### config.mk
export PLATFORM = sky130hd
export DESIGN_NAME = trie_lookup_scheduler
export DESIGN_NICKNAME = d
export VERILOG_FILES = /design/src/rtl/trie_sched_pkg.sv /design/src/rtl/trie_lookup_scheduler_rr_arbiter.sv /design/src/rtl/trie_lookup_scheduler.sv
export SDC_FILE = /design/constraint.sdc
export NUM_CORES = 1
export LEC_CHECK = 0
export ABC_AREA = 1
export BUFFER_PORTS_ARGS = -buffer_cell sky130_fd_sc_hd__buf_2
export CORE_MARGIN = 2
export CORE_UTILIZATION = 43
export DETAILED_ROUTE_END_ITERATION = 12
export GPL_TIMING_DRIVEN = 0
export PLACE_DENSITY_LB_ADDON = 0.12
export SYNTH_ARGS = -nofsm -noshare
export SYNTH_HDL_FRONTEND = slang
export SYNTH_SLANG_ARGS = --single-unit
### constraint.sdc
create_clock -name clk -period 3.29 [get_ports clk]
set_clock_uncertainty 0.1 [all_clocks]
set_input_delay 0.329 -clock clk [delete_from_list [all_inputs] [get_ports clk]]
set_output_delay 0.329 -clock clk [all_outputs]
set_load 0.01 [all_outputs]
### src/rtl/trie_sched_pkg.sv
// Shared types and constants for the trie lookup front-end and the trie pipeline top.
package trie_sched_pkg;

    localparam int unsigned LOOKUP_LAT_DFLT = 9;
    localparam int unsigned NH_W            = 8;
    localparam int unsigned IP_W            = 32;

    typedef enum logic [1:0] {
        RUN   = 2'd0,
        DRAIN = 2'd1,
        HOLD  = 2'd2
    } sched_state_e;

endpackage

### src/rtl/trie_lookup_scheduler_rr_arbiter.sv
// Round-robin one-hot arbiter; the priority pointer is owned by the caller.
module trie_rr_arbiter
    import trie_sched_pkg::*;
#(
    parameter int unsigned NUM_REQ = 4,
    parameter int unsigned ID_W    = $clog2(NUM_REQ)
) (
    input  logic [NUM_REQ-1:0] i_req,
    input  logic [ID_W-1:0]    i_ptr,
    input  logic               i_en,
    output logic [NUM_REQ-1:0] o_grant
);

    localparam int unsigned SW = ID_W + 1;

    logic [SW-1:0] w_idx;
    logic          w_found;

    // Scan ports starting at the pointer, wrapping modulo NUM_REQ.
    always_comb begin
        o_grant = '0;
        w_found = 1'b0;
        w_idx   = '0;
        for (int off = 0; off < int'(NUM_REQ); off++) begin
            w_idx = {1'b0, i_ptr} + SW'(off);
            if (w_idx >= SW'(NUM_REQ)) begin
                w_idx = w_idx - SW'(NUM_REQ);
            end
            if (i_en && !w_found && i_req[w_idx[ID_W-1:0]]) begin
                o_grant[w_idx[ID_W-1:0]] = 1'b1;
                w_found                  = 1'b1;
            end
        end
    end

endmodule

### src/rtl/trie_lookup_scheduler.sv
// Shares the trie pipeline among NUM_REQ requesters, tags results with the
// requester ID, and drains the pipeline before handing the RAMs to the updater.
module trie_lookup_scheduler
    import trie_sched_pkg::*;
#(
    parameter int unsigned NUM_REQ    = 4,
    parameter int unsigned ID_W       = $clog2(NUM_REQ),
    parameter int unsigned LOOKUP_LAT = LOOKUP_LAT_DFLT
) (
    input  logic                    clk,
    input  logic                    rst,
    input  logic [NUM_REQ-1:0]      i_req_valid,
    input  logic [NUM_REQ*IP_W-1:0] i_req_ip,
    output logic [NUM_REQ-1:0]      o_req_ready,
    output logic                    o_pipe_valid,
    output logic [IP_W-1:0]         o_pipe_ip,
    input  logic [NH_W-1:0]         i_pipe_nexthop,
    output logic                    o_rsp_valid,
    output logic [ID_W-1:0]         o_rsp_id,
    output logic [NH_W-1:0]         o_rsp_nexthop,
    input  logic                    i_upd_req,
    output logic                    o_upd_gnt,
    output logic                    o_busy
);

    localparam int unsigned CNT_W = $clog2(LOOKUP_LAT + 2);
    localparam int unsigned DL_N  = LOOKUP_LAT + 1;

    sched_state_e                r_state;
    sched_state_e                w_state_nxt;
    logic [ID_W-1:0]             r_ptr;
    logic [CNT_W-1:0]            r_cnt;
    logic [DL_N-1:0]             r_tag_vld;
    logic [DL_N-1:0][ID_W-1:0]   r_tag_id;

    logic                        w_arb_en;
    logic [NUM_REQ-1:0]          w_grant;
    logic                        w_accept;
    logic                        w_rsp;
    logic [ID_W-1:0]             w_gnt_id;
    logic [IP_W-1:0]             w_gnt_ip;
    logic [ID_W-1:0]             w_ptr_nxt;

    trie_rr_arbiter #(
        .NUM_REQ (NUM_REQ),
        .ID_W    (ID_W)
    ) u_arb (
        .i_req   (i_req_valid),
        .i_ptr   (r_ptr),
        .i_en    (w_arb_en),
        .o_grant (w_grant)
    );

    assign o_req_ready = w_grant;
    assign w_accept    = |w_grant;
    assign w_rsp       = r_tag_vld[DL_N-1];
    assign o_busy      = (r_cnt != '0);
    assign w_ptr_nxt   = (w_gnt_id == ID_W'(NUM_REQ - 1)) ? '0 : w_gnt_id + ID_W'(1);

    // Encode the one-hot grant and select the winning address.
    always_comb begin
        w_gnt_id = '0;
        w_gnt_ip = '0;
        for (int i = 0; i < int'(NUM_REQ); i++) begin
            if (w_grant[i]) begin
                w_gnt_id = ID_W'(i);
                w_gnt_ip = i_req_ip[IP_W*i +: IP_W];
            end
        end
    end

    always_ff @(posedge clk) begin
        if (!rst) begin
            r_state <= RUN;
        end else begin
            r_state <= w_state_nxt;
        end
    end

    // Requests are only granted in RUN with no pending update; the update always wins.
    always_comb begin
        w_state_nxt = r_state;
        w_arb_en    = 1'b0;
        unique case (r_state)
            RUN: begin
                w_arb_en = rst && !i_upd_req;
                if (i_upd_req) begin
                    w_state_nxt = DRAIN;
                end
            end
            DRAIN: begin
                if (!i_upd_req) begin
                    w_state_nxt = RUN;
                end else if (r_cnt == '0) begin
                    w_state_nxt = HOLD;
                end
            end
            HOLD: begin
                if (!i_upd_req) begin
                    w_state_nxt = RUN;
                end
            end
            default: w_state_nxt = RUN;
        endcase
    end

    always_ff @(posedge clk) begin
        if (!rst) begin
            r_ptr        <= '0;
            o_pipe_valid <= 1'b0;
            o_pipe_ip    <= '0;
            o_upd_gnt    <= 1'b0;
        end else begin
            if (w_accept) begin
                r_ptr <= w_ptr_nxt;
            end
            o_pipe_valid <= w_accept;
            o_pipe_ip    <= w_accept ? w_gnt_ip : '0;
            o_upd_gnt    <= (w_state_nxt == HOLD);
        end
    end

    // Tag delay line: the tail lines up with the pipeline result of the same lookup.
    always_ff @(posedge clk) begin
        if (!rst) begin
            r_tag_vld     <= '0;
            r_tag_id      <= '0;
            o_rsp_valid   <= 1'b0;
            o_rsp_id      <= '0;
            o_rsp_nexthop <= '0;
        end else begin
            r_tag_vld     <= {r_tag_vld[DL_N-2:0], w_accept};
            r_tag_id      <= {r_tag_id[DL_N-2:0], w_gnt_id};
            o_rsp_valid   <= w_rsp;
            o_rsp_id      <= w_rsp ? r_tag_id[DL_N-1] : '0;
            o_rsp_nexthop <= w_rsp ? i_pipe_nexthop : '0;
        end
    end

    always_ff @(posedge clk) begin
        if (!rst) begin
            r_cnt <= '0;
        end else begin
            unique case ({w_accept, w_rsp})
                2'b10:   r_cnt <= r_cnt + CNT_W'(1);
                2'b01:   r_cnt <= r_cnt - CNT_W'(1);
                default: r_cnt <= r_cnt;
            endcase
        end
    end

endmodule

==> impl.org <==
** Status
- Run status :: completed

** Power
- Of the total power, the clock network draws 23.2%.
- Pwr/cell area :: 669 nW/um2
- Leakage power of the design :: 3.26 nW
- Total internal power :: 2.34 mW
- IR analysis of the VDD net gives a maximum drop of 429 uV.
- Proportion of total power due to net switching :: 38.9%
- Switching power summed over all nets :: 1.49 mW
- Share of total power in sequential cells :: 30.2%
- In this run, the combinational gates consume 46.6% of the power.

** Logic synthesis
- Sorting the synthesized cells by how often they occur yields nand2_1 (154), inv_1 (87), dfxtp_1 (82).
- The biggest area contributor in the post-synthesis netlist is dfxtp_1.
- Dividing the synthesized area by the synthesized cell count gives 7.09 um2.
- Of the post-synthesis cell area, the dominant cell type holds 38.7%.
- Most frequent cell after synthesis :: nand2_1
- Synthesized netlist net count :: 751
- Yosys cell types :: 33
- Sorting the synthesized cells by area gives the leading types as dfxtp_1 (39%), nand2_1 (14%), inv_1 (7.7%).
- Number of enable flip-flop cells after synthesis :: 0
- Yosys warns :: 0
- Cell area after technology mapping :: 4240 um2
- In the synthesized netlist the dominant register cell turns out to be dfxtp_1.
- Post-synthesis register bit count :: 82
- In the synthesized netlist the async set-or-reset flop fraction comes to 0%.
- Cell count after synthesis :: 599
- Part of the Yosys area used for sequential elements :: 38.7%

** Placement
- Port buffer count :: 191
- Placed Cells :: 923
- In this run the cell area measured after placement is 5370 um2.
- At the end of routability-driven placement, the weighted congestion stood at 0.821.
- Post-placement worst setup slack :: -402 ps
- The wire-length estimate of the detail-placed layout is 9030 um.

** Floorplan
- In this run the standard cell core region covers 9680 um2.
- The die covers 10700 um2.
- For this design the top-level I/O count stands at 193.
- Cell Rows :: 36
- Initial Utilization :: 43.8%
- The die is 103 um tall.
- X dimension of the die :: 103 um

** Cells and area
- Filler instances :: 941
- Area growth from synthesis to layout :: 35.2%
- The number of antenna diodes in the final layout is 0.
- The finished cells cover 5740 um2.
- Area occupied by multi-input gates :: 2080 um2
- Cells with a size suffix above 1 make up 40.3% of the layout.
- Sequential cell area in the final layout :: 1650 um2
- For this run, the post-layout net count is 965.
- The finished layout holds 950 standard cells, fillers aside.

** Global routing
- The initial antenna violation count is 0.
- The first global-routing pass estimated 18100 um of wire.
- Overall global routing resource usage :: 21.7%
- Entering global routing, the biggest net connects 14 pins.
- Vias in the first global route :: 3867
- Summed over all layers, the global routing overflow is 0.

** Drt
- Summing over every cut layer, the via total after detailed routing is 4310.
- Iteration-0 DRC count of the detailed router :: 105
- Final wirelength :: 11900 um
- Routed WL per cell :: 12.6 um
- Per-cell via count in the routed design :: 4.54
- The detail route stage leaves a number of antenna-violating nets equal to 0.
- Detailed Routing Iterations Pass 1 :: 4
- Residual DRC count :: 0

** Clock tree
- Number of CTS-inserted buffers :: 9
- After clock tree synthesis, the clock-pin slew on the worst setup and hold paths is 80 ps.
- Maximum count of clock buffers along a single path :: 2
- The clock reaches the later pin of the worst-skew pair after 350 ps.
- The root buffer cell chosen for the clock tree is clkbuf_8.
- TritonCTS built the clock tree.
- The number of hold buffers added after CTS was 0.
- Number of H-tree levels :: 3
- For this design, the sink count on the clock tree is 82.

** Hold path
- HP Class :: input pin to register
- For hold timing, the worst endpoint is o_rsp_nexthop[5]$_SDFF_PN0_.
- Hold Crit Start :: i_pipe_nexthop[5]
- Instance count along the most critical hold path :: 3

** Timing
- Unrepaired setup endpoints after global routing :: no
- Slew @ Worst Pin :: 456 ps
- Dividing the final minimum period by the clock period gives 91.3%.
- The count of pins over their slew limit was 0.
- Max Fclk :: 333 MHz
- Time the final worst path needs with I/O delays and setup :: 3010 ps
- Relative slew margins :: 69.6%
- Final Worst Setup Slack :: 285 ps
- Setup violators final :: 0
- The number of hold violations in the final report is 0.

** Setup path
- Cell repeated most along the worst path :: inv_1
- STA classifies the critical path startpoint as a register.
- Worst endpoint required time :: 3430 ps
- Walking the worst path, the cells encountered are inv_4 > ha_4 > inv_1 > nand3_2 > nand2_2 > inv_2 > nor2_8 > nand3_1 > nand2_2 > nor2_4 > inv_4 > nor2_4 > nand2_8 > inv_1 > ha_2 > nand2_1 > inv_1 > nor2_2 > nand3_1 > o31ai_1 > o211ai_1 > o21ai_1 > a21oi_1.
- Family of cells with the greatest summed delay on the critical path :: simple AND/OR/NAND/NOR gates
- In this run the register-to-register setup slack is 280 ps.
- Type of the setup path with the least slack :: register to register
- Among all stages on the critical path, the largest delay is contributed by dfxtp_4.
- The worst setup path is captured at a register.
- For this run, the slowest stage of the critical path takes 400 ps.
- Data on the critical path arrives at its endpoint at 3140 ps.
- Counting both buffers and inverters, the worst setup path holds a total of 6.
- Worst-path maximum fanout :: 9
- Capturing point of the worst reg2reg path :: r_cnt[3]$_SDFFE_PN0P_
- Reg2Reg Launch Point :: r_ptr[1]$_SDFFE_PN0P_
- Logic depth of the worst register-to-register path :: 23

** Run
- Max-cap violations in this run came to 0.
[layer usage]
metal / share of wire (%) / routed length (um) / global-route usage, % / up-vias
li1: - / - / - / 2232
met1: 43 / 5190 / 27.1 / 1910
met2: 48 / 5720 / 36.9 / 153
met3: 6.8 / 811 / 4.44 / 15
met4: 1.8 / 217 / 8.20 / 0
met5: 0 / 0 / 0 / -
[layout by cell type (no fill, tap or decap), types with 3 or more instances in the layout]
| cell | n |
|---|---|
| nand4_1 | 3 |
| or2_2 | 31 |
| buf_4 | 19 |
| buf_6 | 9 |
| nor2_2 | 6 |
| inv_1 | 86 |
| nand3_1 | 47 |
| a21oi_1 | 10 |
| dfxtp_1 | 80 |
| nor2_1 | 80 |
| buf_2 | 196 |
| nand2_2 | 5 |
| clkbuf_1 | 7 |
| bufinv_16 | 3 |
| o21ai_0 | 5 |
| inv_4 | 3 |
| clkbuf_8 | 10 |
| nand2_1 | 153 |
| nand3_2 | 3 |
| a21oi_2 | 26 |
| ha_1 | 7 |
| nor2_4 | 3 |
[cell families after synthesis]
kind of cell / synth area share [%]
simple gates: 37.0
compound gates: 8.17
flops: 38.7
xor+xnor: 0.413
fa+ha+maj: 2.65
buf+inv: 13.1
[power by group through the flow]
stage | registers [mW] | logic [mW] | clock network [mW]
after floorplan | 1.20 | 1.17 | 0
after global placement | 1.18 | 1.60 | 0
after detailed placement | 1.18 | 1.64 | 0
after CTS | 1.15 | 1.72 | 0.909
after global routing | 1.17 | 1.98 | 0.961
final | 1.16 | 1.79 | 0.891
[worst max path at each step]
stage,from,cells past startpoint,end,slack (ps)
after global routing,r_ptr[1]$_SDFFE_PN0P_,23,r_cnt[3]$_SDFFE_PN0P_,70
after CTS,r_ptr[1]$_SDFFE_PN0P_,24,r_cnt[2]$_SDFFE_PN0P_,50
final,r_ptr[1]$_SDFFE_PN0P_,23,r_cnt[3]$_SDFFE_PN0P_,280
after detailed placement,r_ptr[0]$_SDFFE_PN0P_,23,r_cnt[3]$_SDFFE_PN0P_,-400
after global placement,r_ptr[0]$_SDFFE_PN0P_,24,r_cnt[2]$_SDFFE_PN0P_,-240
after floorplan,r_ptr[0]$_SDFFE_PN0P_,22,r_cnt[2]$_SDFFE_PN0P_,120
[state kept, by name (all words and copies together) (netlist names), 2 cells and up]
| register | count |
|---|---|
| o_rsp_nexthop | 8 |
| o_pipe_ip | 32 |
| r_cnt | 4 |
| o_rsp_id | 2 |
| r_ptr | 2 |
| r_tag_id | 20 |
| r_tag_vld | 10 |
| r_state | 2 |
[through the flow]
stage | hold WS [ps] | setup TNS (ps) | power [mW] | util, %
6_report | 89.9 | 0 | 3.84 | 59.3
5_1_grt | 80.8 | 0 | 4.11 | 59.3
4_1_cts | 78.6 | 0 | 3.78 | 58.5
3_5_place_dp | 299 | -979 | 2.82 | 55.4
3_3_place_gp | 293 | -528 | 2.78 | 55.4
2_1_floorplan | 290 | 0 | 2.37 | -
[layout make-up]
class | instances | area share, %
clock buffer | 11 | 2.46
timing repair buffer | 204 | 18.4
multi-input combinational | 398 | 36.3
tap | 133 | 2.90
clock inverter | 4 | 1.72
inverter | 92 | 6.15
buffer | 26 | 3.38
sequential | 82 | 28.7
[repair_timing]
item                                    CTS  global route
pin swaps                                 4             4
endpoints found under the setup margin    3             2
resized for setup                        10             7
buffers inserted                          4             9
[tightest hold or removal path, stage by stage]
cell	delay, ps
buf_2	100
inv_1	40
nor2_1	30
(Power assumes the default switching activity.)
